## src/rtl/pipe_hazard_unit.sv

```systemverilog
// -----------------------------------------------------------------------------
// pipe_hazard_unit
//
// Scoreboard-based hazard detection and operand forwarding for an in-order
// MIPS-style pipeline. The unit remembers, for DEPTH stages past ID, whether
// the instruction in that stage will write a register, which one, and whether
// it is a load. From that history it chooses the forwarding source for both
// ID source operands and raises a stall for load-use hazards (or for any RAW
// hazard when forwarding is disabled). A taken branch resolved in EX squashes
// the ID instruction.
//
// Ports
//   clk, rst_n            clock, asynchronous active-low reset
//   id_valid              ID holds a valid instruction
//   id_rs / id_rt         source register indices
//   id_rs_used/id_rt_used instruction actually reads rs / rt
//   id_rd, id_we, id_ld   destination index, writes-register flag, load flag
//   ex_btaken             branch/jump taken in EX this cycle
//   rf_rs / rf_rt         register file read data
//   res_bus               slot k-1 carries the result held in stage k
//   opa / opb             forwarded operands (combinational)
//   fwd_rs_sel/fwd_rt_sel 0 = register file, k = stage k
//   stall                 hold PC and IF/ID, bubble into EX
//   flush_id              discard the ID instruction
//   stall_cnt/flush_cnt   saturating event counters
//   dbg_sb_v              scoreboard valid bits, bit k-1 = entry k
//
// Stall/flush handshake: stall and flush_id are pure functions of the current
// scoreboard and ID/EX inputs in the same cycle. The scoreboard always
// advances; when stall or flush_id is high, a bubble (v=0) enters entry 1 and
// the surrounding pipeline is expected to hold IF/ID (stall) or drop the ID
// instruction (flush_id). flush_id wins over stall.
// -----------------------------------------------------------------------------
module pipe_hazard_unit #(
    parameter  int XLEN     = 32,
    parameter  int RIDX_W   = 5,
    parameter  int DEPTH    = 3,
    parameter  int LOAD_LAT = 3,
    parameter  int FWD_EN   = 1,
    parameter  int CNT_W    = 32,
    localparam int SEL_W    = $clog2(DEPTH + 1)
) (
    input  logic                    clk,
    input  logic                    rst_n,
    input  logic                    id_valid,
    input  logic [RIDX_W-1:0]       id_rs,
    input  logic [RIDX_W-1:0]       id_rt,
    input  logic                    id_rs_used,
    input  logic                    id_rt_used,
    input  logic [RIDX_W-1:0]       id_rd,
    input  logic                    id_we,
    input  logic                    id_ld,
    input  logic                    ex_btaken,
    input  logic [XLEN-1:0]         rf_rs,
    input  logic [XLEN-1:0]         rf_rt,
    input  logic [DEPTH*XLEN-1:0]   res_bus,
    output logic [XLEN-1:0]         opa,
    output logic [XLEN-1:0]         opb,
    output logic [SEL_W-1:0]        fwd_rs_sel,
    output logic [SEL_W-1:0]        fwd_rt_sel,
    output logic                    stall,
    output logic                    flush_id,
    output logic [CNT_W-1:0]        stall_cnt,
    output logic [CNT_W-1:0]        flush_cnt,
    output logic [DEPTH-1:0]        dbg_sb_v
);

    localparam logic [SEL_W-1:0] LL_K    = SEL_W'(LOAD_LAT);
    localparam logic [CNT_W-1:0] CNT_ONE = CNT_W'(1);

    // Scoreboard: entry k describes the instruction k stages past ID.
    logic              r_v  [1:DEPTH];
    logic [RIDX_W-1:0] r_rd [1:DEPTH];
    logic              r_ld [1:DEPTH];

    logic [CNT_W-1:0]  r_stall_cnt;
    logic [CNT_W-1:0]  r_flush_cnt;

    // Youngest-match lookup results.
    logic              w_rs_hit;
    logic              w_rs_ld;
    logic [SEL_W-1:0]  w_rs_k;
    logic              w_rt_hit;
    logic              w_rt_ld;
    logic [SEL_W-1:0]  w_rt_k;

    // Hazard resolution.
    logic              w_rs_hz;
    logic              w_rt_hz;
    logic [SEL_W-1:0]  w_rs_sel;
    logic [SEL_W-1:0]  w_rt_sel;
    logic              w_stall;
    logic              w_flush;
    logic              w_ent1_v;

    // -------------------------------------------------------------------------
    // Youngest matching writer. The loop walks from the oldest entry to the
    // youngest so the last hit (smallest k) is the one that remains.
    // Register 0 is never tracked as a dependency.
    // -------------------------------------------------------------------------
    always_comb begin
        w_rs_hit = 1'b0;
        w_rs_ld  = 1'b0;
        w_rs_k   = '0;
        w_rt_hit = 1'b0;
        w_rt_ld  = 1'b0;
        w_rt_k   = '0;
        for (int k = DEPTH; k >= 1; k--) begin
            if (r_v[k] && (r_rd[k] == id_rs) && id_rs_used && (id_rs != '0)) begin
                w_rs_hit = 1'b1;
                w_rs_ld  = r_ld[k];
                w_rs_k   = SEL_W'(k);
            end
            if (r_v[k] && (r_rd[k] == id_rt) && id_rt_used && (id_rt != '0)) begin
                w_rt_hit = 1'b1;
                w_rt_ld  = r_ld[k];
                w_rt_k   = SEL_W'(k);
            end
        end
    end

    // -------------------------------------------------------------------------
    // Per-operand hazard / select. With forwarding, only a load that has not
    // yet reached LOAD_LAT blocks; its select is forced to 0 while blocked.
    // Without forwarding, any pending writer blocks until it leaves stage
    // DEPTH, at which point the register file holds the value.
    // -------------------------------------------------------------------------
    always_comb begin
        w_rs_hz  = 1'b0;
        w_rs_sel = '0;
        if (w_rs_hit) begin
            if (FWD_EN == 0) begin
                w_rs_hz = 1'b1;
            end else if (w_rs_ld && (w_rs_k < LL_K)) begin
                w_rs_hz = 1'b1;
            end else begin
                w_rs_sel = w_rs_k;
            end
        end
    end

    always_comb begin
        w_rt_hz  = 1'b0;
        w_rt_sel = '0;
        if (w_rt_hit) begin
            if (FWD_EN == 0) begin
                w_rt_hz = 1'b1;
            end else if (w_rt_ld && (w_rt_k < LL_K)) begin
                w_rt_hz = 1'b1;
            end else begin
                w_rt_sel = w_rt_k;
            end
        end
    end

    // -------------------------------------------------------------------------
    // Operand muxes: select 0 is the register file, k is res_bus slot k-1.
    // -------------------------------------------------------------------------
    always_comb begin
        opa = rf_rs;
        opb = rf_rt;
        for (int k = 1; k <= DEPTH; k++) begin
            if (w_rs_sel == SEL_W'(k)) begin
                opa = res_bus[(k-1)*XLEN +: XLEN];
            end
            if (w_rt_sel == SEL_W'(k)) begin
                opb = res_bus[(k-1)*XLEN +: XLEN];
            end
        end
    end

    // A taken branch kills the ID instruction, so it must not also stall.
    assign w_stall  = id_valid & (w_rs_hz | w_rt_hz) & ~ex_btaken;
    assign w_flush  = ex_btaken & id_valid;

    // Stalled or flushed instructions enter the scoreboard as bubbles.
    assign w_ent1_v = id_valid & id_we & (id_rd != '0) & ~w_stall & ~ex_btaken;

    // -------------------------------------------------------------------------
    // Scoreboard shift register.
    // -------------------------------------------------------------------------
    always_ff @(posedge clk or negedge rst_n) begin
        if (!rst_n) begin
            for (int k = 1; k <= DEPTH; k++) begin
                r_v[k]  <= 1'b0;
                r_rd[k] <= '0;
                r_ld[k] <= 1'b0;
            end
        end else begin
            r_v[1]  <= w_ent1_v;
            r_rd[1] <= id_rd;
            r_ld[1] <= id_ld;
            for (int k = 2; k <= DEPTH; k++) begin
                r_v[k]  <= r_v[k-1];
                r_rd[k] <= r_rd[k-1];
                r_ld[k] <= r_ld[k-1];
            end
        end
    end

    // -------------------------------------------------------------------------
    // Saturating performance counters.
    // -------------------------------------------------------------------------
    always_ff @(posedge clk or negedge rst_n) begin
        if (!rst_n) begin
            r_stall_cnt <= '0;
            r_flush_cnt <= '0;
        end else begin
            if (w_stall && (r_stall_cnt != '1)) begin
                r_stall_cnt <= r_stall_cnt + CNT_ONE;
            end
            if (w_flush && (r_flush_cnt != '1)) begin
                r_flush_cnt <= r_flush_cnt + CNT_ONE;
            end
        end
    end

    always_comb begin
        dbg_sb_v = '0;
        for (int k = 1; k <= DEPTH; k++) begin
            dbg_sb_v[k-1] = r_v[k];
        end
    end

    assign fwd_rs_sel = w_rs_sel;
    assign fwd_rt_sel = w_rt_sel;
    assign stall      = w_stall;
    assign flush_id   = w_flush;
    assign stall_cnt  = r_stall_cnt;
    assign flush_cnt  = r_flush_cnt;

endmodule

```

## config.mk

```make
export PLATFORM = sky130hd
export DESIGN_NAME = pipe_hazard_unit
export DESIGN_NICKNAME = d
export VERILOG_FILES = /design/src/rtl/pipe_hazard_unit.sv
export SDC_FILE = /design/constraint.sdc
export NUM_CORES = 1
export LEC_CHECK = 0
export BUFFER_PORTS_ARGS = -buffer_cell sky130_fd_sc_hd__buf_2
export CAP_MARGIN = 30
export CORE_ASPECT_RATIO = 1.1
export CORE_MARGIN = 5
export CORE_UTILIZATION = 45
export CTS_CLUSTER_SIZE = 14
export DETAILED_ROUTE_END_ITERATION = 10
export GPL_ROUTABILITY_DRIVEN = 1
export GPL_TIMING_DRIVEN = 0
export PLACE_DENSITY_LB_ADDON = 0.08
export RECOVER_POWER = 100
export REMOVE_ABC_BUFFERS = 1
export SLEW_MARGIN = 40
export SYNTH_ARGS = -nofsm -noshare
export SYNTH_HDL_FRONTEND = slang
export SYNTH_SLANG_ARGS = --single-unit
```

## constraint.sdc

```tcl
create_clock -name clk -period 3.05 [get_ports clk]
set_input_delay 0.61 -clock clk [delete_from_list [all_inputs] [get_ports clk]]
set_output_delay 0.61 -clock clk [all_outputs]
set_load 0.005 [all_outputs]
```

==> summary.md <==
| Metric | Value |
|---|---|
| Layout cells sized above 1 | `51.0%` |
| DR vias | `7,826` |
| Cell area power density | `294 mW/mm²` |
| Initial Utilization | `46.0%` |
| CTS tree | `done` |
| P&R area growth vs syn | `62.8%` |
| CTS buffer count | `9` |
| Post-synthesis sequential area ratio | `34.6%` |
| GRT Total Usage | `32.7%` |
| Total power | `2910 µW` |
| Multi-input logic area | `0.00479 mm²` |
| Pin count of the biggest net entering global routing | `60` |
| Most common cell after layout, fill and taps aside | `buf_2` |
| Num rows | `44` |
| H-tree level count | `3` |
| Post-Syn Area | `0.00608 mm²` |
| # nets final | `1,325` |
| Final hold vios | `0` |
| Fillcell total | `1,021` |
| Async SR Flop Fraction | `100%` |
| Final WS setup | `-179 ps` |
| EDFF count, synth | `0` |
| Unrepaired setup endpoints after global routing | `yes` |
| Number of global-route vias before repair | `7,362` |
| Sequential cell area | `0.00210 mm²` |
| F_max | `0.310 GHz` |
| CTS Root Buffer Type | `clkbuf_16` |
| Die width | `121 µm` |
| Vias per cell | `5.94` |
| Drt drc | `0` |
| MaxCap Viol Count | `1` |
| Hold Path Class | `in2reg` |
| Fin Setup TNS | `-4010 ps` |
| Routability congestion estimate | `0.903` |
| Top cells by area, synth | `dfrtp_1 (35%), nand2_1 (10%), o21ai_0 (9.5%)` |
| Synth Warn # | `0` |
| Die H | `132 µm` |
| Critical path peak fanout | `8` |
| Yosys reg bits | `84` |
| Final setup viols | `50` |
| WL/cell | `21.6 µm` |
| DRT Pass-1 Iters | `5` |
| Buffer depth of the longest clock path | `2` |
| Synth unique cells | `49` |
| Tcrit/Tclk final | `106%` |
| Total gr overflow | `0` |
| First-pass GRT wire length | `40,900 µm` |
| Most frequent cells in the layout | `buf_2 (307), nand2_1 (120), dfrtp_1 (84), xnor2_1 (57), o21ai_1 (45)` |
| Lkg Pwr | `0.00481 µW` |
| Violated checks | `max-capacitance violations, max-slew violations, negative setup slack` |
| WP data arrival | `2620 ps` |
| Initial antenna violation count | `14` |
| Clock slew at reported path FFs | `50 ps` |
| Crit end category | `output pin` |
| Kind of critical path | `in2out` |
| Main synth FF type | `dfrtp_1` |
| Synth top area share | `34.6%` |
| Clk_lat worst skew | `340 ps` |
| Iteration-0 DRC Markers | `730` |
| Avg Cell Area, Syn | `7.84 µm²` |
| Worst Setup Start Kind | `input pin` |
| Full die area | `0.0159 mm²` |
| Clock sink count | `84` |
| Slew @ Worst Pin | `1510 ps` |
| CP required | `2440 ps` |
| Port bufs | `319` |
| Peak supply drop | `561 µV` |
| Post-route ant nets | `0` |
| Area leader, netlist | `dfrtp_1` |
| Slew headroom | `-0.632%` |
| Status | `complete, but fails checks` |
| Post-Route WL | `28,400 µm` |
| Synthesized instance count | `776` |
| Half-perimeter wire length after placement | `17,200 µm` |
| Top-Level Pins | `320` |
| Crit path time final | `3230 ps` |
| Hold_buf cts | `0` |
| Total core area | `0.0132 mm²` |
| Final Max Slew Viols | `26` |
| Skew final | `5.79 ps` |
path summary, 6_finish.rpt:
check / slack [ps] / cells after the start / end / startpoint
max: -180 / 10 / opa[20] / id_rs[4]
min: 380 / 1 / r_ld[2]$_DFF_PN0_ / id_ld
max reg2reg: 210 / 10 / stall_cnt[30]$_DFFE_PN0P_ / r_rd[12]$_DFF_PN0_
min reg2reg: 430 / 0 / r_rd[5]$_DFF_PN0_ / r_rd[10]$_DFF_PN0_
max in group asynchronous: 1470 / 2 / flush_cnt[14]$_DFFE_PN0P_ / rst_n
min in group asynchronous: 630 / 1 / stall_cnt[2]$_DFFE_PN0P_ / rst_n
cells in the mapped netlist, types with 4 or more instances:
| cell type | number |
|---|---|
| dfrtp_1 | 84 |
| nand4_1 | 21 |
| nand3_1 | 33 |
| nand2_1 | 164 |
| o21ai_1 | 15 |
| nor2b_1 | 30 |
| or4_1 | 4 |
| nor4_1 | 8 |
| xnor2_1 | 58 |
| a211oi_1 | 32 |
| and4_1 | 9 |
| nor3_1 | 9 |
| o21ai_0 | 115 |
| buf_2 | 16 |
| inv_1 | 4 |
| clkbuf_1 | 28 |
| nor2_1 | 24 |
| xor2_1 | 34 |
| and2_1 | 6 |
| and3_1 | 46 |
through the flow:
stage	util [%]	cells	hold slack [ps]	setup slack (ps)	instance area (µm²)
finish	74.9	1317	381	-179	9900
global route	74.9	1315	379	-231	9890
CTS	69.8	1292	128	-99.1	9230
global placement	57.9	1208	405	-1940	7660
floorplan	-	728	314	-425	5860
detailed placement	59.1	1213	411	-653	7810
area by class of cell:
class | count | area share [%]
clock buffer | 10 | 2.41
inverter | 4 | 0.152
multi-input combinational | 660 | 48.4
clock inverter | 3 | 0.404
timing repair buffer | 381 | 25.1
sequential | 84 | 21.2
antenna | 14 | 0.354
tap | 161 | 2.03
cells by family after synthesis:
| family | count (synthesis) | share of synthesized area, % |
|---|---|---|
| simple gates | 377 | 32.0 |
| compound gates | 168 | 15.7 |
| xor+xnor | 92 | 13.3 |
| flops | 84 | 34.6 |
| buf+inv | 52 | 3.91 |
| fa+ha+maj | 2 | 0.411 |
| mux | 1 | 0.185 |
registers in the layout, summed over array words and instances (netlist names):
register,cells
r_ld,2
stall_cnt,32
r_rd,15
dbg_sb_v,3
flush_cnt,32
report_power, final:
part / internal, µW / switching, µW
sequential: 1170 / 81.7
clock: 639 / 411
combinational: 314 / 292
critical path, cell delays in order:
cell and delay [ps]:
buf_8 100, or4_4 540, o21ai_4 210, buf_6 150, nand4b_4 190, buf_4 170, nand3_4 190, o21ai_2 210
o21ai_1 100, buf_2 140
repair_timing:
action | CTS | global route
endpoints found under the setup margin | 67 | 66
cloned | 24 | 4
gates resized for setup | 179 | 136
setup buffers | 42 | 9
hold endpoints to repair | 0 | 0
pin swaps | 53 | 93
routing by layer:
layer,track usage (%),wire (µm),vias up
li1,-,-,3486
met1,38.8,9740,3728
met2,55.9,14100,468
met3,5.75,2680,142
met4,17.4,1890,2
met5,0,13,-
Note: power is estimated with default switching activity, not from simulation.
